### src/rtl/fifo_word_packer.sv
// fifo_word_packer
//   Read-side consumer for a CDC FIFO with a registered pre-ack protocol.
//   It drives the FIFO ack, captures narrow beats and packs RATIO of them
//   into one wide word presented on a valid/ready output.
//
//   Ports
//     clk_i         clock (FIFO read clock)
//     reset_i       synchronous, active-high reset
//     fifo_data_i   FIFO read data (IN_WIDTH)
//     fifo_valid_i  FIFO read valid
//     fifo_ack_o    FIFO read ack (combinational from registered state)
//     flush_i       synchronous discard of the partial word
//     out_data_o    packed word (IN_WIDTH*RATIO)
//     out_valid_o   out_data_o valid
//     out_ready_i   downstream accept (transfer on valid & ready)
//     partial_o     a partial word is being accumulated
module fifo_word_packer #(
    parameter int IN_WIDTH   = 8,
    parameter int RATIO      = 4,
    parameter int BIG_ENDIAN = 0
) (
    input  logic                      clk_i,
    input  logic                      reset_i,
    input  logic [IN_WIDTH-1:0]       fifo_data_i,
    input  logic                      fifo_valid_i,
    output logic                      fifo_ack_o,
    input  logic                      flush_i,
    output logic [IN_WIDTH*RATIO-1:0] out_data_o,
    output logic                      out_valid_o,
    input  logic                      out_ready_i,
    output logic                      partial_o
);

    localparam int OUT_WIDTH = IN_WIDTH * RATIO;
    localparam int FILL_W    = $clog2(RATIO);

    localparam logic [FILL_W-1:0] LAST_LANE = FILL_W'(RATIO - 1);
    localparam logic [FILL_W:0]   LIMIT     = (FILL_W + 1)'(RATIO - 1);

    logic [FILL_W-1:0]    fill_q, fill_d;
    logic [OUT_WIDTH-1:0] acc_q, acc_d;
    logic [OUT_WIDTH-1:0] out_data_q, out_data_d;
    logic                 out_valid_q, out_valid_d;
    logic                 ack_q;

    logic [FILL_W:0]      inflight;
    logic                 last;
    logic                 capture;
    logic [FILL_W-1:0]    lane;
    logic [OUT_WIDTH-1:0] word;

    always_comb begin
        // Beats already held plus the one whose data arrives this cycle.
        inflight = {1'b0, fill_q} + {{FILL_W{1'b0}}, ack_q};
        last     = (fill_q == LAST_LANE);

        // Only request a beat that can complete a word when the output
        // register is known to be free; no path from out_ready_i.
        fifo_ack_o = !reset_i && !flush_i &&
                     ((inflight < LIMIT) || (!out_valid_q && !(ack_q && last)));

        // Data is only real when we acked it on the previous edge.
        capture = ack_q && fifo_valid_i && !flush_i;

        lane = (BIG_ENDIAN != 0) ? (LAST_LANE - fill_q) : fill_q;

        word = acc_q;
        for (int l = 0; l < RATIO; l++) begin
            if (lane == FILL_W'(l)) begin
                word[l*IN_WIDTH +: IN_WIDTH] = fifo_data_i;
            end
        end
    end

    always_comb begin
        fill_d      = fill_q;
        acc_d       = acc_q;
        out_data_d  = out_data_q;
        out_valid_d = out_valid_q;

        if (out_valid_q && out_ready_i) begin
            out_valid_d = 1'b0;
        end

        if (capture) begin
            if (last) begin
                out_data_d  = word;
                out_valid_d = 1'b1;
                fill_d      = '0;
            end else begin
                acc_d  = word;
                fill_d = fill_q + 1'b1;
            end
        end

        if (flush_i) begin
            fill_d = '0;
        end
    end

    always_ff @(posedge clk_i) begin
        if (reset_i) begin
            fill_q      <= '0;
            acc_q       <= '0;
            out_data_q  <= '0;
            out_valid_q <= 1'b0;
            ack_q       <= 1'b0;
        end else begin
            fill_q      <= fill_d;
            acc_q       <= acc_d;
            out_data_q  <= out_data_d;
            out_valid_q <= out_valid_d;
            ack_q       <= fifo_ack_o;
        end
    end

    assign out_data_o  = out_data_q;
    assign out_valid_o = out_valid_q;
    assign partial_o   = (fill_q != '0);

endmodule
### config.mk
export PLATFORM = sky130hd
export DESIGN_NAME = fifo_word_packer
export DESIGN_NICKNAME = d
export VERILOG_FILES = /design/src/rtl/fifo_word_packer.sv
export SDC_FILE = /design/constraint.sdc
export NUM_CORES = 1
export LEC_CHECK = 0
export CORE_ASPECT_RATIO = 1.75
export CORE_MARGIN = 3
export CORE_UTILIZATION = 53
export CTS_CLUSTER_DIAMETER = 100
export CTS_CLUSTER_SIZE = 28
export DETAILED_ROUTE_END_ITERATION = 10
export DONT_BUFFER_PORTS = 1
export GPL_ROUTABILITY_DRIVEN = 0
export PLACE_DENSITY_LB_ADDON = 0.15
export REMOVE_ABC_BUFFERS = 1
export SYNTH_ARGS = -nofsm -noshare
export SYNTH_HDL_FRONTEND = slang
export SYNTH_SLANG_ARGS = --single-unit
### constraint.sdc
create_clock -name clk_i -period 2.55 [get_ports clk_i]
set_input_delay 0.3825 -clock clk_i [delete_from_list [all_inputs] [get_ports clk_i]]
set_output_delay 0.3825 -clock clk_i [all_outputs]
set_load 0.05 [all_outputs]
Yosys cells after proc, flatten, opt, wreduce, memory -nomap -nowiden
Index checks and enable logic that the tools add are counted.
Word-level totals
  bits in registers: 68
  input port bits: 13
  output and inout port bits: 35
  word-level logic and storage cells: 37
Operators by class
  $add $sub $neg: 2
  order comparisons: 1
  equal/unequal tests: 3
  muxes and demuxes: 8
  bitwise operators: 1
  reduce and logical (&&, ||, !) cells: 17
Operators by type and width (count)
  8-bit 2-to-1 mux: 4
  1-bit logical AND: 7
  2-bit equality test, second input constant: 2
  1-bit logical NOT: 4
  2-bit AND reduction: 2
  2-bit by 1-bit adder with 3-bit output: 1
  3-bit by 2-bit less-than comparator with 1-bit output, second input constant: 1
  1-bit 2-to-1 mux: 3
  2-bit by 1-bit adder with 2-bit output, second input constant: 1
  2-bit by 1-bit equality test with 1-bit output, second input constant: 1
  2-bit logical NOT: 1
  2-bit 2-to-1 mux: 1
  2-bit nonzero test: 1
  2-bit OR reduction: 1
  1-bit logical OR: 1
  1-bit inverter: 1

Depth between registers and ports, before layout
  depth in word-level cells: 6
  depth in mapped cells: 6
  depth with buffers taken out: 5

Worst setup path after synthesis
No wires, ideal clock.
  kind: flip-flop to output port
  from: register fill_q[0]
  to: output port fifo_ack_o
  arrival time: 2034 ps
  data required time: 2168 ps
  slack: 133 ps
  stages on the path, launching flop included: 6
  buffers on the path: 0
  cells stage by stage: dfxtp_1 -> ha_1 -> ha_1 -> a21oi_1 -> nor2_1 -> nor3_1
Between the ends
  longest elaborated chain between the ends: 6
  elaborated cells between the ends (all ways): 8
  classes of those cells: add/sub: 1; order compare: 1; eq/ne: 1; reduce/logical: 5
Ends and longest elaborated chain
  from (decl): RTL line 40  | logic [FILL_W-1:0] fill_q, fill_d;
  from (signal assigned): RTL line 109  | fill_q <= fill_d;
  parallel branches: the longest is 4 deep, another holds 2-bit by 1-bit adder with 3-bit output
  1-bit logical OR (*): RTL line 60  | ((inflight < LIMIT) || (!out_valid_q && !(ack_q && last)));
  1-bit logical AND (*): RTL line 59  | fifo_ack_o = !reset_i && !flush_i &&
  to (decl): RTL line 26  | output logic fifo_ack_o,
Mark *: on every way between the ends.

Worst setup path after layout
Ends and elaborated chain as after synthesis.

==> metrics.md <==
| Metric | Value |
|---|---|
| Outcome | `finished clean` |
| CTS tree | `yes` |
| Syn. warnings | `0` |
| FFs w/ async S/R, synth | `0` |
| Post-synth EDFFs | `0` |
| Initial Util | `0.554` |
| Die X | `around 59 um` |
| Setup CP Type | `reg2out` |
| P_leak | `approximately 0.0010 uW` |
| Setup Skew | `between 0.003 and 0.004 ns` |
| Top cells by area, synth | `dfxtp_1 (46%), mux2i_1 (19%), nand2b_1 (7.8%), a211oi_2 (4.8%), a211oi_1 (4.0%)` |
| Largest net degree at the start of global routing | `70` |
| RSZ-0062 raised after global routing | `false` |
| Max-Slew Margin vs Limit | `0.573` |
| Peak VDD IR | `about 0.47 mV` |
| Residual DRC | `0` |
| CP bufs+invs | `1` |
| RR Startpoint | `fill_q[1]` |
| Critical Path Source Type | `flip-flop` |
| I/O Pins | `48` |
| Commonest register cell after synthesis | `dfxtp_1` |
| Inserted Clock Buffers | `9` |
| Sequential standard cell area | `about 1200 um^2` |
| Crit path DAT | `approximately 1.8 ns` |
| FF-to-FF path depth | `5` |
| CTS max path bufs | `2` |
| Final setup viols | `0` |
| WL final | `about 5.1 mm` |
| Crit end category | `output port` |
| DIE AREA | `a little under 6000 um^2` |
| Post-CTS setup buffer count | `0` |
| Area Growth Syn to Fin | `4.37%` |
| Iteration-0 DRC Markers | `a little over 80` |
| Row cnt | `33` |
| Setup TNS | `0 ns` |
| CP Cell Sequence | `ha_1 > ha_1 > a21oi_1 > nor2_1 > nor3_1 > buf_4` |
| Worst skew pair latency | `about 0.33 ns` |
| Post-Synthesis Cell Area | `2630 um^2` |
| Post-DP HPWL | `approximately 3.3 mm` |
| Remaining antenna violation count | `0` |
| Routed len/inst | `between 15 and 20 um` |
| First-pass GRT wire length | `between 8 and 9 mm` |
| Fin crit share | `0.854` |
| Clk root buf | `clkbuf_8` |
| FF-to-FF setup slack | `between 0.7 and 0.8 ns` |
| Max FO, Critical Path | `6` |
| Cell taking the most area after synthesis | `dfxtp_1` |
| First drt pass iteration count | `3` |
| Vias after detailed routing | `roughly 1.7k` |
| Register bit total from synthesis | `60` |
| ANT cells | `0` |
| Max Clk Rate | `between 400 and 500 MHz` |
| CTS sink count | `60` |
| Synthesized area per cell | `about 10 um^2` |
| Required time of the critical path | `~2.2 ns` |
| RR Endpoint | `out_data_o[2]` |
| Crit path to | `fifo_ack_o` |
| Least-Margin Pin Slew | `~0.64 ns` |
| Commonest cells in the netlist | `dfxtp_1 (60), mux2i_1 (50), nand2b_1 (33)` |
| Cell area after layout | `2750 um^2` |
| Critical path startpoint | `fill_q[0]` |
| Synth cell types | `20` |
| Maximum level of the CTS H-tree | `3` |
| Vias in the first global route | `1798` |
| Cell mode on critical path | `ha_1` |
| Final Power | `1680 uW` |
| Max Cap Violations | `0` |
| Final hold vios | `0` |
| CP max stage delay | `0.36 ns` |
| Synth top area share | `0.456` |
| Gr ovfl total | `0` |
| Fin. max-slew vios | `0` |
| Placed instance area | `between 2000 and 3000 um^2` |
| Share of cells above drive strength 1 | `0.110` |
| Port Buffers | `0` |
| Crit path depth | `6` |
| Gr usage total | `0.193` |
| Final nets | `approximately 270` |
| Sequential share of the synthesized area | `0.456` |
| Vert. Die Dim | `approximately 99 um` |
| Clk pin slew, worst setup/hold paths | `~0.060 ns` |
| Initial antenna violation count | `0` |
| CP top delay family | `adder cells` |
| Post-CTS resize count | `0` |
| Multi-input logic area | `~1300 um^2` |
| # fillers | `approximately 400` |
| Slowest CP cell | `dfxtp_1` |
| Vias per inst | `5.59` |
| Hold crit path type | `in2reg` |
| Tmin final | `roughly 2.2 ns` |
| Most common cell in the synthesized netlist | `dfxtp_1` |
| Core Area | `roughly 4700 um^2` |
| Worst Min Path Start | `reset_i` |
| Cells after Synth | `between 200 and 300` |
| Pre-CTS setup slack | `0.743 ns` |
| # hold bufs at CTS | `0` |
| Cell Pwr Density | `between 600 and 700 nW/um^2` |
| Final worst slack | `approximately 0.37 ns` |
==> placed cells by master (no fill, tap or decap), drive strengths merged <==
cell type,synthesis,layout
a211oi,24,24
a21oi,11,11
and2,1,1
and4b,1,1
and4bb,1,1
buf,12,3
clkbuf,6,12
dfxtp,60,60
ha,6,6
inv,3,3
mux2i,50,50
nand2,19,19
nand2b,33,33
nand4b,1,1
nor2,26,26
nor3,4,4
==> power by group <==
part | internal (uW) | switching (uW)
Clock | 358 | 325
Sequential | 942 | 3.44
Combinational | 24.9 | 23.9
Total | 1320 | 352
==> how the worst min path moves through the flow <==
stage | cells after the start | slack (ns) | to
2_1_floorplan | 1 | 0.45 | out_data_o[10]
3_3_place_gp | 1 | 0.45 | out_data_o[3]
3_5_place_dp | 1 | 0.46 | out_data_o[3]
4_1_cts | 1 | 0.10 | out_data_o[3]
5_1_grt | 1 | 0.09 | out_data_o[3]
6_report | 1 | 0.11 | out_data_o[3]
==> metal layers <==
metal	vias up	global-route usage	routed length [um]
met1	797	0.228	2190
met4	0	0.0908	99
met5	-	0	0
met3	8	0.0623	260
li1	876	-	-
met2	36	0.308	2590
==> sequential cells by signal, indices dropped and copies added (netlist names) <==
name and flops:
fill_q 2, ack_q 1, out_data_o 32, out_valid_o 1, acc_q 24
==> layout make-up <==
class | count | share of cell area
Inverter | 3 | 0.00410
Clock buffer | 12 | 0.0528
Tap cell | 52 | 0.0237
Sequential cell | 60 | 0.437
Timing Repair Buffer | 3 | 0.00820
Multi-Input combinational cell | 177 | 0.474
==> through the flow <==
stage / hold slack (ns) / std cells / utilization
3_3_place_gp: 0.454 / 295 / 0.548
6_report: 0.107 / 307 / 0.579
5_1_grt: 0.0936 / 307 / 0.579
3_5_place_dp: 0.456 / 295 / 0.548
2_1_floorplan: 0.447 / 240 / -
4_1_cts: 0.101 / 307 / 0.579
==> cell families after synthesis <==
family	after synthesis	synth area share
and+or+nand+nor	86	0.167
muxes	50	0.190
DFF	60	0.456
adders and majority gates	6	0.0285
buffers and inverters	21	0.0494
AOI/OAI and AO/OA	35	0.108
Power figures use the tool's default switching activity.
